==> config.mk <==
export PLATFORM = sky130hd
export DESIGN_NAME = stack_host_driver_flat
export DESIGN_NICKNAME = d
export VERILOG_FILES = /design/src/rtl/stack_host_pkg.sv /design/src/rtl/stack_host_if.sv /design/src/rtl/stack_host_timeout.sv /design/src/rtl/stack_host_driver.sv /design/src/flat_wrapper.sv
export SDC_FILE = /design/constraint.sdc
export NUM_CORES = 1
export LEC_CHECK = 0
export CAP_MARGIN = 20
export CORE_MARGIN = 8
export CORE_UTILIZATION = 43
export CTS_CLUSTER_SIZE = 30
export DETAILED_ROUTE_END_ITERATION = 8
export PLACE_DENSITY = 0.77
export SYNTH_ARGS = -nofsm -noshare
export SYNTH_HDL_FRONTEND = slang
export SYNTH_SLANG_ARGS = --single-unit
==> constraint.sdc <==
create_clock -name clk -period 2.14 [get_ports clk]
set_input_delay 0.321 -clock clk [delete_from_list [all_inputs] [get_ports clk]]
set_output_delay 0.321 -clock clk [all_outputs]
set_load 0.05 [all_outputs]
==> src/rtl/stack_host_pkg.sv <==
// -----------------------------------------------------------------------------
// stack_host_pkg
// Shared types for the stack-device host driver: FSM state encoding,
// command op codes and response error codes.
// -----------------------------------------------------------------------------
package stack_host_pkg;

  typedef enum logic [2:0] {
    ST_IDLE,
    ST_STROBE,
    ST_WAIT_ACK,
    ST_WAIT_DONE,
    ST_SETTLE,
    ST_RESP
  } state_t;

  typedef enum logic {
    OP_PUSH = 1'b0,
    OP_POP  = 1'b1
  } op_t;

  typedef enum logic [1:0] {
    ERR_OK  = 2'b00,
    ERR_OVF = 2'b01,
    ERR_UNF = 2'b10,
    ERR_TMO = 2'b11
  } err_t;

endpackage

==> src/rtl/stack_host_if.sv <==
// -----------------------------------------------------------------------------
// stack_host_if
// Bundles the command/response handshake and the stack-device pin set.
//   master : the host driver (consumes commands, drives device strobes/bus)
//   slave  : the command source plus the device (bench side)
// Signals:
//   cmd_valid/cmd_ready/cmd_op/cmd_data   command request (valid/ready)
//   rsp_valid/rsp_data/rsp_err            one-cycle response strobe
//   count                                 shadow occupancy
//   dev_push/dev_pop/dev_done             device strobes and idle flag
//   dev_data_o/dev_data_oe/dev_data_i     split view of the bidirectional bus
// -----------------------------------------------------------------------------
interface stack_host_if #(
  parameter int DATA_W = 8,
  parameter int CNT_W  = 5
);
  logic              cmd_valid;
  logic              cmd_ready;
  logic              cmd_op;
  logic [DATA_W-1:0] cmd_data;
  logic              rsp_valid;
  logic [DATA_W-1:0] rsp_data;
  logic [1:0]        rsp_err;
  logic [CNT_W-1:0]  count;
  logic              dev_push;
  logic              dev_pop;
  logic              dev_done;
  logic [DATA_W-1:0] dev_data_o;
  logic              dev_data_oe;
  logic [DATA_W-1:0] dev_data_i;

  modport master (
    input  cmd_valid, cmd_op, cmd_data, dev_done, dev_data_i,
    output cmd_ready, rsp_valid, rsp_data, rsp_err, count,
           dev_push, dev_pop, dev_data_o, dev_data_oe
  );

  modport slave (
    output cmd_valid, cmd_op, cmd_data, dev_done, dev_data_i,
    input  cmd_ready, rsp_valid, rsp_data, rsp_err, count,
           dev_push, dev_pop, dev_data_o, dev_data_oe
  );
endinterface

==> src/rtl/stack_host_timeout.sv <==
// -----------------------------------------------------------------------------
// stack_host_timeout
// Wait-state watchdog. Cleared by load, counts while en is high, and raises
// expired once LIMIT cycles have been spent since the last load (the count
// saturates there). Only instantiated when STACK_HOST_TIMEOUT_EN is defined.
// Ports:
//   clk, rst_n  clock, asynchronous active-low reset
//   load        clear the count (wins over en)
//   en          advance the count
//   expired     LIMIT cycles elapsed since load
// -----------------------------------------------------------------------------
module stack_host_timeout #(
  parameter int unsigned LIMIT = 15
) (
  input  logic clk,
  input  logic rst_n,
  input  logic load,
  input  logic en,
  output logic expired
);
  localparam int W = (LIMIT < 2) ? 1 : $clog2(LIMIT);

  logic [W-1:0] cnt_q, cnt_d;

  // The first waiting cycle sees cnt=0, so the LIMIT-th sees LIMIT-1.
  assign expired = (cnt_q == W'(LIMIT - 1));

  always_comb begin
    cnt_d = cnt_q;
    if (load) begin
      cnt_d = '0;
    end else if (en && !expired) begin
      cnt_d = cnt_q + W'(1);
    end
  end

  always_ff @(posedge clk or negedge rst_n) begin
    if (!rst_n) begin
      cnt_q <= '0;
    end else begin
      cnt_q <= cnt_d;
    end
  end
endmodule

==> src/rtl/stack_host_driver.sv <==
// -----------------------------------------------------------------------------
// stack_host_driver
// Initiator for the stack-device pin protocol. Takes push/pop commands on a
// valid/ready handshake, sequences push/pop strobes against the device's done
// flag, owns the data bus during pushes and returns a one-cycle response.
// A shadow occupancy count rejects overflow/underflow without touching pins.
// Ports:
//   clk, rst_n  clock, asynchronous active-low reset
//   bus         stack_host_if.master (command, response, count, device pins)
// Optional build macro:
//   STACK_HOST_TIMEOUT_EN  bound each WAIT_* state to TIMEOUT_CYC cycles and
//                          answer ERR_TMO on expiry; without it waits are unbounded.
// -----------------------------------------------------------------------------
module stack_host_driver
  import stack_host_pkg::*;
#(
  parameter int DATA_W      = 8,
  parameter int DEPTH       = 16,
  parameter int TIMEOUT_CYC = 15
) (
  input  logic         clk,
  input  logic         rst_n,
  stack_host_if.master bus
);
  localparam int               CNT_W      = $clog2(DEPTH + 1);
  localparam logic [CNT_W-1:0] COUNT_FULL = CNT_W'(DEPTH);

  if (DEPTH < 1 || TIMEOUT_CYC < 1) begin : g_cfg_check
    $error("stack_host_driver: DEPTH and TIMEOUT_CYC must be at least 1");
  end

  state_t            state_q,     state_d;
  op_t               op_q,        op_d;
  logic              dev_push_q,  dev_push_d;
  logic              dev_pop_q,   dev_pop_d;
  logic              data_oe_q,   data_oe_d;
  logic [DATA_W-1:0] data_o_q,    data_o_d;
  logic              rsp_valid_q, rsp_valid_d;
  logic [DATA_W-1:0] rsp_data_q,  rsp_data_d;
  err_t              rsp_err_q,   rsp_err_d;
  logic [CNT_W-1:0]  count_q,     count_d;
  logic              tmo_expired;

`ifdef STACK_HOST_TIMEOUT_EN
  logic tmo_load;
  logic tmo_en;

  // Restart the watchdog on every entry into a wait state.
  assign tmo_load = ((state_d == ST_WAIT_ACK)  && (state_q != ST_WAIT_ACK)) ||
                    ((state_d == ST_WAIT_DONE) && (state_q != ST_WAIT_DONE));
  assign tmo_en   = (state_q == ST_WAIT_ACK) || (state_q == ST_WAIT_DONE);

  stack_host_timeout #(.LIMIT(TIMEOUT_CYC)) u_timeout (
    .clk     (clk),
    .rst_n   (rst_n),
    .load    (tmo_load),
    .en      (tmo_en),
    .expired (tmo_expired)
  );
`else
  assign tmo_expired = 1'b0;
`endif

  assign bus.cmd_ready   = (state_q == ST_IDLE);
  assign bus.rsp_valid   = rsp_valid_q;
  assign bus.rsp_data    = rsp_data_q;
  assign bus.rsp_err     = rsp_err_q;
  assign bus.count       = count_q;
  assign bus.dev_push    = dev_push_q;
  assign bus.dev_pop     = dev_pop_q;
  assign bus.dev_data_o  = data_o_q;
  assign bus.dev_data_oe = data_oe_q;

  always_comb begin
    // NOTE: every _d takes its hold value first, so no branch can leave one
    // unassigned and infer a latch.
    state_d     = state_q;
    op_d        = op_q;
    dev_push_d  = dev_push_q;
    dev_pop_d   = dev_pop_q;
    data_oe_d   = data_oe_q;
    data_o_d    = data_o_q;
    rsp_valid_d = 1'b0;
    rsp_data_d  = rsp_data_q;
    rsp_err_d   = rsp_err_q;
    count_d     = count_q;

    unique case (state_q)
      ST_IDLE: begin
        if (bus.cmd_valid) begin
          op_d = op_t'(bus.cmd_op);
          if ((bus.cmd_op == OP_PUSH) && (count_q == COUNT_FULL)) begin
            state_d     = ST_RESP;
            rsp_valid_d = 1'b1;
            rsp_err_d   = ERR_OVF;
            rsp_data_d  = '0;
          end else if ((bus.cmd_op == OP_POP) && (count_q == '0)) begin
            state_d     = ST_RESP;
            rsp_valid_d = 1'b1;
            rsp_err_d   = ERR_UNF;
            rsp_data_d  = '0;
          end else if (bus.cmd_op == OP_PUSH) begin
            // Push data is latched straight onto the bus register.
            state_d    = ST_STROBE;
            dev_push_d = 1'b1;
            data_oe_d  = 1'b1;
            data_o_d   = bus.cmd_data;
          end else begin
            state_d   = ST_STROBE;
            dev_pop_d = 1'b1;
          end
        end
      end

      ST_STROBE: state_d = ST_WAIT_ACK;

      ST_WAIT_ACK: begin
        // Device acknowledges by dropping done; the strobe is held until then.
        if (!bus.dev_done) begin
          state_d    = ST_WAIT_DONE;
          dev_push_d = 1'b0;
          dev_pop_d  = 1'b0;
        end else if (tmo_expired) begin
          state_d     = ST_RESP;
          dev_push_d  = 1'b0;
          dev_pop_d   = 1'b0;
          data_oe_d   = 1'b0;
          data_o_d    = '0;
          rsp_valid_d = 1'b1;
          rsp_err_d   = ERR_TMO;
          rsp_data_d  = '0;
        end
      end

      ST_WAIT_DONE: begin
        if (bus.dev_done) begin
          state_d = ST_SETTLE;
        end else if (tmo_expired) begin
          state_d     = ST_RESP;
          data_oe_d   = 1'b0;
          data_o_d    = '0;
          rsp_valid_d = 1'b1;
          rsp_err_d   = ERR_TMO;
          rsp_data_d  = '0;
        end
      end

      ST_SETTLE: begin
        state_d     = ST_RESP;
        rsp_valid_d = 1'b1;
        rsp_err_d   = ERR_OK;
        if (op_q == OP_POP) begin
          rsp_data_d = bus.dev_data_i;
          count_d    = count_q - CNT_W'(1);
        end else begin
          rsp_data_d = '0;
          data_oe_d  = 1'b0;
          data_o_d   = '0;
          count_d    = count_q + CNT_W'(1);
        end
      end

      ST_RESP: begin
        state_d    = ST_IDLE;
        rsp_data_d = '0;
        rsp_err_d  = ERR_OK;
      end

      default: state_d = ST_IDLE;
    endcase
  end

  always_ff @(posedge clk or negedge rst_n) begin
    if (!rst_n) begin
      state_q     <= ST_IDLE;
      op_q        <= OP_PUSH;
      dev_push_q  <= 1'b0;
      dev_pop_q   <= 1'b0;
      data_oe_q   <= 1'b0;
      data_o_q    <= '0;
      rsp_valid_q <= 1'b0;
      rsp_data_q  <= '0;
      rsp_err_q   <= ERR_OK;
      count_q     <= '0;
    end else begin
      // NOTE: non-blocking so every flop samples the pre-edge values.
      state_q     <= state_d;
      op_q        <= op_d;
      dev_push_q  <= dev_push_d;
      dev_pop_q   <= dev_pop_d;
      data_oe_q   <= data_oe_d;
      data_o_q    <= data_o_d;
      rsp_valid_q <= rsp_valid_d;
      rsp_data_q  <= rsp_data_d;
      rsp_err_q   <= rsp_err_d;
      count_q     <= count_d;
    end
  end
endmodule

==> src/flat_wrapper.sv <==
// flat-port wrapper written by rule: the top's interface ports become plain ports
module stack_host_driver_flat import stack_host_pkg::*;
#(
  parameter int DATA_W      = 8,
  parameter int DEPTH       = 16,
  parameter int TIMEOUT_CYC = 15
)
  (clk, rst_n, bus_cmd_valid, bus_cmd_op, bus_cmd_data, bus_dev_done, bus_dev_data_i, bus_cmd_ready, bus_rsp_valid, bus_rsp_data, bus_rsp_err, bus_count, bus_dev_push, bus_dev_pop, bus_dev_data_o, bus_dev_data_oe);
  stack_host_if #(.DATA_W(DATA_W), .CNT_W((5))) bus_i ();
  input  logic clk;
  input  logic rst_n;
  input wire logic [$bits(bus_i.cmd_valid)-1:0] bus_cmd_valid;
  input wire logic [$bits(bus_i.cmd_op)-1:0] bus_cmd_op;
  input wire logic [$bits(bus_i.cmd_data)-1:0] bus_cmd_data;
  input wire logic [$bits(bus_i.dev_done)-1:0] bus_dev_done;
  input wire logic [$bits(bus_i.dev_data_i)-1:0] bus_dev_data_i;
  output wire logic [$bits(bus_i.cmd_ready)-1:0] bus_cmd_ready;
  output wire logic [$bits(bus_i.rsp_valid)-1:0] bus_rsp_valid;
  output wire logic [$bits(bus_i.rsp_data)-1:0] bus_rsp_data;
  output wire logic [$bits(bus_i.rsp_err)-1:0] bus_rsp_err;
  output wire logic [$bits(bus_i.count)-1:0] bus_count;
  output wire logic [$bits(bus_i.dev_push)-1:0] bus_dev_push;
  output wire logic [$bits(bus_i.dev_pop)-1:0] bus_dev_pop;
  output wire logic [$bits(bus_i.dev_data_o)-1:0] bus_dev_data_o;
  output wire logic [$bits(bus_i.dev_data_oe)-1:0] bus_dev_data_oe;
  assign bus_i.cmd_valid = bus_cmd_valid;
  assign bus_i.cmd_op = bus_cmd_op;
  assign bus_i.cmd_data = bus_cmd_data;
  assign bus_i.dev_done = bus_dev_done;
  assign bus_i.dev_data_i = bus_dev_data_i;
  assign bus_cmd_ready = bus_i.cmd_ready;
  assign bus_rsp_valid = bus_i.rsp_valid;
  assign bus_rsp_data = bus_i.rsp_data;
  assign bus_rsp_err = bus_i.rsp_err;
  assign bus_count = bus_i.count;
  assign bus_dev_push = bus_i.dev_push;
  assign bus_dev_pop = bus_i.dev_pop;
  assign bus_dev_data_o = bus_i.dev_data_o;
  assign bus_dev_data_oe = bus_i.dev_data_oe;
  stack_host_driver #(.DATA_W(DATA_W), .DEPTH(DEPTH), .TIMEOUT_CYC(TIMEOUT_CYC)) u_core (.clk(clk), .rst_n(rst_n), .bus(bus_i));
endmodule
==> metrics.md <==
| Metric | Value |
|---|---|
| Status | `completed` |
| Final setup violation count | `0` |
| Avg WL per Cell | `approximately 16 um` |
| DR vias | `1110` |
| Finished Layout Cells | `214` |
| Routed Antenna Nets | `0` |
| # placed instances | `206` |
| Cell Rows | `20` |
| WP data required | `around 1.8 ns` |
| R2r endpoint | `u_core.bus.dev_data_o[6]$_DFFE_PN0P_` |
| Seq cells post-synth | `31` |
| Multi-input logic area | `572 sq um` |
| Area grow syn2layout | `46.1%` |
| FF+latch area | `776 sq um` |
| Worst Path Arrival | `1.74 ns` |
| Synth Instances | `around 110` |
| RD Place Congestion | `0.812` |
| Fin Clk Skew | `0.00838 ns` |
| Maximum fanout along the worst path | `7` |
| CTS Buf Count | `5` |
| Sequential-to-total area share from yosys stat | `0.561` |
| Worst min path class | `in -> async` |
| Post-DP HPWL | `2640 um` |
| # fillers | `about 260` |
| CTS tree | `yes` |
| Util after Layout | `0.661` |
| Tmin final | `2.06 ns` |
| Slew at the pin closest to its max-slew limit | `between 0.5 and 0.6 ns` |
| Via/cell ratio | `5.19` |
| Share of cells above drive strength 1 | `0.147` |
| # clock sinks | `31` |
| Setup CP Type | `reg -> out` |
| Initial antenna violation count | `0` |
| Die area | `around 5300 sq um` |
| Largest net degree at the start of global routing | `32` |
| Die W | `72.7 um` |
| DRC Markers | `0` |
| H-Tree Level Count | `2` |
| CP Capture Type | `output pin` |
| Reg2reg path depth | `4` |
| Post-synth top area share | `0.561` |
| Avg Cell Area, Syn | `12.1 sq um` |
| Number of global-route vias before repair | `roughly 1.1k` |
| Max Root-Sink Buffers | `2` |
| Period utilisation layout | `0.961` |
| Port Buffers | `48` |
| Final net count | `194` |
| Synth Cell Area | `1380 sq um` |
| Starting Density | `0.453` |
| Clk slew on worst S/H paths | `roughly 0.10 ns` |
| First-pass GRT wire length | `~5600 um` |
| Fmax | `just under 0.5 GHz` |
| Max-cap violations | `0` |
| Post-CTS setup buffers | `0` |
| WL final | `3440 um` |
| Metal2 WL | `1600 um` |
| Critical path's slowest cell | `clkdlybuf4s50_1` |
| CP startpoint kind | `flop` |
| Design Area, Final | `2020 sq um` |
| Cts hold-fix bufs | `0` |
| Leakage | `0.925 nW` |
| Total Neg Setup Slack | `0 ns` |
| # resized after CTS | `0` |
| Core Region | `slightly above 3000 sq um` |
| R2R setup slack | `0.30 ns` |
| Total Power | `3.58 mW` |
| Net count after synthesis | `139` |
| Count of final hold-check violations | `0` |
| Pwr/cell area | `1770 nW/um^2` |
| Met3 wire length | `~370 um` |
| Worst path top cell family by delay | `buffers and inverters` |
| Cell Chain, Critical Path | `clkdlybuf4s50_1` |
| Yosys warnings | `0` |
| Die H | `approximately 73 um` |
| RSZ-0062 raised after global routing | `false` |
| Antenna diodes | `0` |
| Cell variety after synth | `34` |
| Skew-Pair Late Insertion Delay | `0.33 ns` |
| Gr usage total | `0.137` |
| Worst flop-to-flop path startpoint | `u_core.state_q[2]$_DFFE_PN0P_` |
| Clk root buf | `clkbuf_4` |
| Placed cell area | `1930 sq um` |
| Worst rel slew slack | `0.647` |
| Pre-CTS setup slack | `0.135 ns` |
| Peak VDD IR | `1040 uV` |
| Final worst slack | `0.0825 ns` |
| M1 WL | `1440 um` |
| I/O pin count | `49` |
| Final hold slack | `0.365 ns` |
| Iteration-0 DRC Markers | `101` |
| Global route overflow | `0` |
| Buf+Inv Stages, Crit Path | `1` |
| Top Metal Used | `met4` |
| Synth top area cells | `dfrtp_1, a22o_1, ha_1, nand2_1, nor2_1` |
| Area leader, netlist | `dfrtp_1` |
| Slew Limit Fails | `0` |
| Crit path largest cell delay | `0.87 ns` |
| Detailed Routing Iterations Pass 1 | `4` |
## where the power goes
group | internal, mW | total (mW) | switching (mW) | leakage [nW]
Sequential | 0.831 | 1.12 | 0.286 | 0.399
Combinational | 0.772 | 1.99 | 1.21 | 0.478
Clock | 0.276 | 0.480 | 0.204 | 0.0482
Total | 1.88 | 3.58 | 1.70 | 0.925
## worst max-delay path by stage
| stage | startpoint | endpoint | slack (ns) | cells past startpoint |
|---|---|---|---|---|
| 3_3_place_gp | bus_cmd_valid | u_core.bus.dev_data_o[4]$_DFFE_PN0P_ | 0.16 | 5 |
| 3_5_place_dp | bus_cmd_valid | u_core.bus.dev_data_o[1]$_DFFE_PN0P_ | 0.14 | 5 |
| 5_1_grt | u_core.bus.count[4]$_DFFE_PN0P_ | bus_count[4] | 0.0006 | 1 |
| 2_1_floorplan | u_core.bus.count[1]$_DFFE_PN0P_ | u_core.bus.rsp_data[0]$_DFFE_PN0P_ | 0.13 | 5 |
| 6_report | u_core.bus.count[4]$_DFFE_PN0P_ | bus_count[4] | 0.08 | 1 |
| 4_1_cts | u_core.bus.count[4]$_DFFE_PN0P_ | bus_count[4] | 0.06 | 1 |
## layout make-up
| cell class | instances | share of cell area |
|---|---|---|
| clock buffer | 6 | 0.0254 |
| clock inverter | 2 | 0.0173 |
| multi-input combinational | 76 | 0.283 |
| sequential | 31 | 0.384 |
| tap | 44 | 0.0273 |
| timing repair buffer | 55 | 0.263 |
## layout by cell type (no fill, tap or decap), drive strengths merged
| master | synthesis | routed |
|---|---|---|
| or3b | 2 | 2 |
| nor2b | 1 | 1 |
| nor2 | 9 | 9 |
| o21ai | 4 | 4 |
| nor3 | 2 | 2 |
| nand2b | 2 | 2 |
| nand4b | 1 | 1 |
| clkdlybuf4s50 | 0 | 47 |
| nand2 | 8 | 8 |
| mux2i | 2 | 2 |
| ha | 3 | 3 |
| xnor2 | 3 | 3 |
| nor4b | 1 | 1 |
| a21o | 2 | 2 |
| or4b | 1 | 1 |
| buf | 2 | 8 |
| nand3 | 1 | 1 |
| mux2 | 1 | 1 |
| a211oi | 1 | 1 |
| xor2 | 2 | 2 |
| nor4 | 1 | 1 |
| a21oi | 4 | 4 |
| or2 | 1 | 1 |
| a22o | 16 | 16 |
| o31ai | 1 | 1 |
| clkbuf | 5 | 6 |
| bufinv | 0 | 1 |
| and2b | 1 | 1 |
| fa | 1 | 1 |
| nand4 | 1 | 1 |
| a31oi | 2 | 2 |
| dfrtp | 31 | 31 |
| clkinv | 0 | 1 |
| and3 | 2 | 2 |
## Yosys cell counts (all sizes together)
cell / instances
a211oi: 1
a21o: 2
a21oi: 4
a22o: 16
a31oi: 2
and2b: 1
and3: 2
buf: 2
clkbuf: 5
dfrtp: 31
fa: 1
ha: 3
mux2: 1
mux2i: 2
nand2: 8
nand2b: 2
nand3: 1
nand4: 1
nand4b: 1
nor2: 9
nor2b: 1
nor3: 2
nor4: 1
nor4b: 1
o21ai: 4
o31ai: 1
or2: 1
or3b: 2
or4b: 1
xnor2: 3
xor2: 2
## logic make-up (layout without fill, tap and decap cells)
| kind of cell | Yosys count | after routing | share of synthesized area |
|---|---|---|---|
| compound gates | 30 | 30 | 0.170 |
| xor+xnor | 5 | 5 | 0.0317 |
| fa+ha+maj | 4 | 4 | 0.0416 |
| buf+inv | 7 | 63 | 0.0253 |
| flops | 31 | 31 | 0.561 |
| mux | 3 | 3 | 0.0226 |
| simple gates | 34 | 34 | 0.148 |
## worst reg2reg max path, stage by stage, from the launching register on
cell and delay, ns:
dfrtp_1 0.55, or3b_2 0.61, nor2_1 0.25, nor2_2 0.12
a22o_1 0.20
## flip-flops by register name (all words and copies together) (netlist names)
signal / count
u_core.bus.rsp_err: 2
u_core.bus.count: 5
u_core.bus.dev_data_oe: 1
u_core.op_q: 1
u_core.bus.dev_pop: 1
u_core.bus.dev_data_o: 8
u_core.bus.dev_push: 1
u_core.bus.rsp_data: 8
u_core.state_q: 3
u_core.bus.rsp_valid: 1
## routing by layer
layer / global-route usage / up-vias
met5: 0 / -
met4: 0.0467 / 0
met3: 0.0728 / 4
met2: 0.213 / 43
met1: 0.157 / 543
li1: - / 520
Power figures use the tool's default switching activity.
